===== config.mk =====
export PLATFORM = sky130hd
export DESIGN_NAME = mul_share_arbiter
export DESIGN_NICKNAME = d
export VERILOG_FILES = /design/src/rtl/conv_mul_pkg.sv /design/src/rtl/mul_16s_16u_pipe.sv /design/src/rtl/mul_share_arbiter.sv
export SDC_FILE = /design/constraint.sdc
export NUM_CORES = 1
export LEC_CHECK = 0
export CORE_UTILIZATION = 55
export DETAILED_ROUTE_END_ITERATION = 10
export DONT_BUFFER_PORTS = 1
export GPL_TIMING_DRIVEN = 0
export MAX_ROUTING_LAYER = met4
export PLACE_DENSITY = 0.71
export SKIP_LAST_GASP = 1
export SLEW_MARGIN = 0
export SYNTH_ARGS = -nofsm -noshare
export SYNTH_HDL_FRONTEND = slang
export SYNTH_HIERARCHICAL = 1
export SYNTH_SLANG_ARGS = --single-unit

===== constraint.sdc =====
create_clock -name ap_clk -period 11.5 [get_ports ap_clk]
set_input_delay 2.875 -clock ap_clk [delete_from_list [all_inputs] [get_ports ap_clk]]
set_output_delay 2.875 -clock ap_clk [all_outputs]
set_load 0.05 [all_outputs]

===== src/rtl/conv_mul_pkg.sv =====
// Shared definitions for the Conv datapath multiplier-sharing logic:
// default operand/product widths, the requester tag type and the
// round-robin pointer advance used by the arbiter.
package conv_mul_pkg;

  localparam int A_WIDTH_DEF = 16;
  localparam int B_WIDTH_DEF = 16;
  localparam int P_WIDTH_DEF = 32;

  // Wide enough to tag up to 8 requesters.
  localparam int TAG_MAX_W = 3;

  typedef logic [TAG_MAX_W-1:0] tag_t;

  // Next round-robin pointer after granting requester idx: idx+1, wrapping
  // back to 0 past the last requester.
  function automatic tag_t rr_next(input tag_t idx, input int unsigned num_req);
    if (32'(idx) + 32'd1 >= num_req) begin
      return '0;
    end
    return idx + tag_t'(1);
  endfunction

endpackage


===== src/rtl/mul_16s_16u_pipe.sv =====
// Pipelined signed x unsigned multiplier with a shared advance enable.
// Stage 0 registers the operands together with a valid bit and a tag;
// stages 1..LATENCY-1 carry the product. The tag and valid bit travel
// alongside so the consumer knows which requester a product belongs to.
module mul_16s_16u_pipe
  import conv_mul_pkg::*;
#(
  parameter int A_WIDTH  = A_WIDTH_DEF,
  parameter int B_WIDTH  = B_WIDTH_DEF,
  parameter int P_WIDTH  = P_WIDTH_DEF,
  parameter int LATENCY  = 3,
  parameter int ID_WIDTH = 2
) (
  input  logic                clk,
  input  logic                rst_n,
  input  logic                en,
  input  logic                in_valid,
  input  logic [ID_WIDTH-1:0] in_id,
  input  logic [A_WIDTH-1:0]  in_a,
  input  logic [B_WIDTH-1:0]  in_b,
  output logic                out_valid,
  output logic [ID_WIDTH-1:0] out_id,
  output logic [P_WIDTH-1:0]  out_p,
  output logic                busy
);

  logic [LATENCY-1:0]  valid_reg;
  logic [ID_WIDTH-1:0] id_reg [LATENCY];
  logic [A_WIDTH-1:0]  a_reg;
  logic [B_WIDTH-1:0]  b_reg;

  // a is sign-extended and b zero-extended to the full product width; the
  // low P_WIDTH bits of that product are the exact signed result.
  logic signed [P_WIDTH-1:0] a_ext;
  logic signed [P_WIDTH-1:0] b_ext;
  logic [P_WIDTH-1:0]        p_comb;

  assign a_ext  = P_WIDTH'($signed(a_reg));
  assign b_ext  = $signed(P_WIDTH'(b_reg));
  assign p_comb = a_ext * b_ext;

  // Operand stage plus valid/tag shift chain; everything freezes when en=0.
  always_ff @(posedge clk or negedge rst_n) begin
    if (!rst_n) begin
      valid_reg <= '0;
      a_reg     <= '0;
      b_reg     <= '0;
      for (int k = 0; k < LATENCY; k++) begin
        id_reg[k] <= '0;
      end
    end else if (en) begin
      valid_reg[0] <= in_valid;
      id_reg[0]    <= in_id;
      a_reg        <= in_a;
      b_reg        <= in_b;
      for (int k = 1; k < LATENCY; k++) begin
        valid_reg[k] <= valid_reg[k-1];
        id_reg[k]    <= id_reg[k-1];
      end
    end
  end

  generate
    if (LATENCY == 1) begin : g_lat1
      assign out_p = p_comb;
    end else begin : g_latn
      logic [P_WIDTH-1:0] p_reg [LATENCY-1];

      // Product register chain feeding the output stage.
      always_ff @(posedge clk or negedge rst_n) begin
        if (!rst_n) begin
          for (int k = 0; k < LATENCY - 1; k++) begin
            p_reg[k] <= '0;
          end
        end else if (en) begin
          p_reg[0] <= p_comb;
          for (int k = 1; k < LATENCY - 1; k++) begin
            p_reg[k] <= p_reg[k-1];
          end
        end
      end

      assign out_p = p_reg[LATENCY-2];
    end
  endgenerate

  assign out_valid = valid_reg[LATENCY-1];
  assign out_id    = id_reg[LATENCY-1];
  assign busy      = |valid_reg;

endmodule


===== src/rtl/mul_share_arbiter.sv =====
// Shares one pipelined multiplier between NUM_REQ requesters. A
// round-robin arbiter accepts at most one request per cycle; products
// come back in grant order on a single tagged response port. A stalled
// response (valid without ready) freezes the whole pipeline and blocks
// all new grants.
module mul_share_arbiter
  import conv_mul_pkg::*;
#(
  parameter int NUM_REQ     = 4,
  parameter int A_WIDTH     = A_WIDTH_DEF,
  parameter int B_WIDTH     = B_WIDTH_DEF,
  parameter int P_WIDTH     = P_WIDTH_DEF,
  parameter int MUL_LATENCY = 3,
  parameter int ID_WIDTH    = 2
) (
  input  logic                       ap_clk,
  input  logic                       ap_rst_n,
  input  logic [NUM_REQ-1:0]         req_valid,
  output logic [NUM_REQ-1:0]         req_ready,
  input  logic [NUM_REQ*A_WIDTH-1:0] req_a,
  input  logic [NUM_REQ*B_WIDTH-1:0] req_b,
  output logic                       rsp_valid,
  input  logic                       rsp_ready,
  output logic [ID_WIDTH-1:0]        rsp_id,
  output logic [P_WIDTH-1:0]         rsp_p,
  output logic                       busy
);

  logic [ID_WIDTH-1:0] ptr_reg;
  logic [ID_WIDTH-1:0] ptr_next;
  logic                stall;
  logic                transfer;
  logic                grant_found;
  logic [NUM_REQ-1:0]  grant_oh;
  logic [ID_WIDTH-1:0] grant_id;
  logic [ID_WIDTH:0]   idx_sum;
  logic [A_WIDTH-1:0]  a_slice [NUM_REQ];
  logic [B_WIDTH-1:0]  b_slice [NUM_REQ];
  logic [A_WIDTH-1:0]  sel_a;
  logic [B_WIDTH-1:0]  sel_b;

  genvar gi;
  generate
    for (gi = 0; gi < NUM_REQ; gi++) begin : g_slice
      assign a_slice[gi] = req_a[gi*A_WIDTH +: A_WIDTH];
      assign b_slice[gi] = req_b[gi*B_WIDTH +: B_WIDTH];
    end
  endgenerate

  assign stall = rsp_valid & ~rsp_ready;

  // Round-robin search starting at ptr_reg; first valid requester wins.
  always_comb begin
    grant_oh    = '0;
    grant_id    = '0;
    grant_found = 1'b0;
    idx_sum     = '0;
    for (int k = 0; k < NUM_REQ; k++) begin
      idx_sum = {1'b0, ptr_reg} + (ID_WIDTH+1)'(k);
      if (idx_sum >= (ID_WIDTH+1)'(NUM_REQ)) begin
        idx_sum = idx_sum - (ID_WIDTH+1)'(NUM_REQ);
      end
      if (!grant_found && req_valid[idx_sum[ID_WIDTH-1:0]]) begin
        grant_found                     = 1'b1;
        grant_id                        = idx_sum[ID_WIDTH-1:0];
        grant_oh[idx_sum[ID_WIDTH-1:0]] = 1'b1;
      end
    end
  end

  // Ready is suppressed while stalled and while reset is held, so nothing
  // is offered to a requester that cannot actually be accepted.
  assign req_ready = grant_oh & {NUM_REQ{~stall & ap_rst_n}};
  assign transfer  = grant_found & ~stall;
  assign sel_a     = a_slice[grant_id];
  assign sel_b     = b_slice[grant_id];
  assign ptr_next  = transfer ? ID_WIDTH'(rr_next(tag_t'(grant_id), NUM_REQ)) : ptr_reg;

  // Round-robin pointer: moves just past the requester granted this cycle.
  always_ff @(posedge ap_clk or negedge ap_rst_n) begin
    if (!ap_rst_n) begin
      ptr_reg <= '0;
    end else begin
      ptr_reg <= ptr_next;
    end
  end

  mul_16s_16u_pipe #(
    .A_WIDTH  (A_WIDTH),
    .B_WIDTH  (B_WIDTH),
    .P_WIDTH  (P_WIDTH),
    .LATENCY  (MUL_LATENCY),
    .ID_WIDTH (ID_WIDTH)
  ) u_mul (
    .clk       (ap_clk),
    .rst_n     (ap_rst_n),
    .en        (~stall),
    .in_valid  (transfer),
    .in_id     (grant_id),
    .in_a      (sel_a),
    .in_b      (sel_b),
    .out_valid (rsp_valid),
    .out_id    (rsp_id),
    .out_p     (rsp_p),
    .busy      (busy)
  );

endmodule


==> impl_metrics.py <==
metrics = {
    "worst_setup_path": {
        "slowest_delay_ns": 0.84,
        "cp_data_required_time_ns": 8.63,
        "critPathTopFamily": "compound AO/OA/AOI/OAI gates",
        "cp-startpoint": "req_valid[2]",
        "crit_path_top_delay_cell": "a21oi_1",
        "r2r_start": "u_mul/b_reg[9]",
        "endpoint_kind": "output pin",
        "worstSetupPathType": "input pin to output pin",
        "cp-endpoint": "req_ready[1]",
        "r2r-end": "u_mul/g_latn.p_reg[63]",
        "critPathBufInv": 1,
        "reg2reg_depth": 19,
        "setup.worst_path.start_class": "input pin",
        "cp.arrival_ns": 5.18,
        "path_cells": "clkbuf_1 -> mux4_2 -> nor2b_2 -> a22oi_1 -> or2_2 -> a21oi_1",
        "crit_fanout": 9,
        "cp.depth": 6,
        "reg2reg_setup_slack_ns": 4.39,
    },
    "yosys": {
        "synth_edf_count": 0,
        "synth.distinct_cells": 68,
        "yosysMostFrequentCell": "inv_1",
        "netlist_top_cells_count": "246 x inv_1, 194 x fa_1, 141 x nand2_1, 124 x ha_1, 121 x and2_1",
        "syn_inst": 1477,
        "synth_top_family_by_area": "adder cells",
        "muxShareOfSynthArea": 0.1489,
        "synth_area_leaders": "fa_1 26%, dfrtp_1 18%, ha_1 11%, mux2_2 7.1%, mux2i_1 7.0%",
        "ys_seq_area_frac": 0.1825,
        "syn_area_per_cell_um2": 9.933,
        "yosysWarnings": 6,
        "synth_top_area_share": 0.2647,
        "ys_async_sr_fraction": 1.000,
        "synthesis.area_um2": 14670,
        "synth_xor_area_frac": 0.01672,
        "synth-compound-area-share": 0.05467,
        "ys_seq_elements": 107,
        "yosys.area.top_type": "fa_1",
        "syn_nets": 1930,
        "synthAdderAreaFrac": 0.3705,
        "synth_simple_gate_area_frac": 0.1214,
        "synth_ff_type": "dfrtp_1",
    },
    "placement": {
        "globalplace.congestion": 0.9707,
        "port-buffer-count": 0,
        "post-place-cells": 1812,
        "dp_slack_ns": 3.456,
        "hpwlAfterDp_mm": 29.19,
        "postPlaceCellArea_um2": 15090,
    },
    "sta": {
        "final-hold-violation-count": 0,
        "relSlewSlack": 0.2781,
        "grt_setup_unrepaired": "no",
        "fin_setup_tns_ns": 0,
        "skew_ns": 0.01500,
        "period_minus_slack_ns": 8.060,
        "timing.fmax_mhz": 124.1,
        "fin_crit_sh": 0.7008,
        "setup_ws_ns": 3.440,
        "setup_viol": 0,
        "timing.final.max_slew_violations": 0,
        "worst_pin_slew_ns": 1.086,
    },
    "clocking": {
        "holdBufCountCts": 0,
        "cts.sinks": 107,
        "clk_path_buf_depth": 2,
        "htree_num_levels": 3,
        "clkTransAtPathRegs_ns": 0.08,
        "cts_buffers": 9,
        "cts_resized": 0,
        "cts-root-buf": "clkbuf_16",
        "insertion_delay_ns": 0.37,
        "post_cts_buffers": 0,
        "cts_tree": "yes",
    },
    "floorplan": {
        "initial_utilization": 0.5614,
        "boundaryPins": 175,
        "dieArea_um2": 27330,
        "coreArea_um2": 26130,
        "rows": 59,
        "die_width_um": 165.3,
        "die_height_um": 165.3,
    },
    "outcome": {
        "outcome": "finished, violations left",
        "failed_checks": "design-rule violations",
    },
    "drt": {
        "first_pass_iters": 8,
        "drtAntennaViolNets": 0,
        "drc": 2,
        "viasPerCell": 5.700,
        "drtIter0Drc": 661,
        "num_vias": 10420,
        "wl_per_cell_um": 19.93,
        "wl_mm": 36.43,
    },
    "run": {
        "drv_cap": 0,
    },
    "layout": {
        "design_area_um2": 15380,
        "synthToLayoutAreaGrowth_pct": 4.853,
        "final_cells": 1828,
        "register_area_um2": 2678,
        "fill_cells": 2303,
        "drive_above_1_share": 0.1192,
        "diodes": 0,
        "fin_nets": 1941,
        "multi_input_area_um2": 10450,
    },
    "grt": {
        "antenna_found_initial": 0,
        "grt_pass1_wl_mm": 57.98,
        "grt_max_degree": 109,
        "grt_usage": 0.2953,
        "grt_pass1_vias": 10960,
        "overflow": 0,
    },
    "hold_path": {
        "hold_class": "flip-flop to flip-flop",
    },
}
==> per-stage QoR <==
step | hold slack [ns] | utilization
2_1_floorplan | 0.4536 | -
3_3_place_gp | 0.4804 | 0.5774
3_5_place_dp | 0.4841 | 0.5774
4_1_cts | 0.5005 | 0.5886
5_1_grt | 0.5164 | 0.5886
6_report | 0.5025 | 0.5886
==> worst register-to-register path: cells and delay by family (launching register included) <==
kind / cells / cell delay [ns]
AO/OA/AOI/OAI: 2 / 1.01
adder cells (fa/ha/maj): 7 / 3.55
buffers and inverters: 4 / 0.73
flip-flops: 1 / 0.60
multiplexers: 1 / 0.24
AND/OR/NAND/NOR: 5 / 0.89
==> metal layers <==
metal / vias to the layer above / track usage / share of wire / wire (um)
li1: 4701 / - / - / -
met1: 5229 / 0.3771 / 0.42 / 15360
met2: 388 / 0.4642 / 0.47 / 17090
met3: 102 / 0.05470 / 0.069 / 2496
met4: 0 / 0.1207 / 0.041 / 1485
met5: - / - / 0 / 0
==> cells by family after synthesis <==
family | Yosys count
AO/OA/AOI/OAI | 121
XOR/XNOR | 28
adder cells (fa/ha/maj) | 318
buffers and inverters | 348
flip-flops | 107
multiplexers | 201
AND/OR/NAND/NOR | 354
==> cells in the final DEF, fill, tap and decap left out, types with 41 or more instances in the layout <==
cell type  synthesis  routed
fa_1             194     194
mux2i_1          102     102
and2_1           121     121
nand2_1          141     141
mux2_2            93      93
nor2_1            41      41
clkbuf_1          51      52
dfrtp_1          107     107
inv_1            246     246
ha_1             124     124
==> area by class of cell <==
| class | instances | area share |
|---|---|---|
| Inverter | 247 | 0.06035 |
| Sequential cell | 107 | 0.1741 |
| Buffer | 101 | 0.04010 |
| Multi-Input combinational cell | 1022 | 0.6792 |
| Tap cell | 335 | 0.02725 |
| Clock inverter | 6 | 0.004148 |
| Clock buffer | 10 | 0.01489 |
==> worst min path at each step <==
stage	depth (start not counted)	to	startpoint	slack [ns]
after global routing	2	u_mul/g_latn.p_reg[63]	u_mul/g_latn.p_reg[63]	0.52
final	2	u_mul/g_latn.p_reg[63]	u_mul/g_latn.p_reg[63]	0.50
after global placement	2	u_mul/g_latn.p_reg[63]	u_mul/g_latn.p_reg[63]	0.48
after detailed placement	2	u_mul/g_latn.p_reg[63]	u_mul/g_latn.p_reg[63]	0.48
after CTS	2	u_mul/g_latn.p_reg[63]	u_mul/g_latn.p_reg[63]	0.50
after floorplan	2	u_mul/g_latn.p_reg[63]	u_mul/g_latn.p_reg[63]	0.45
Power is left out: the tool's default activity adds up to more than one toggle a clock period on the data nets, which glitch-free logic cannot reach.
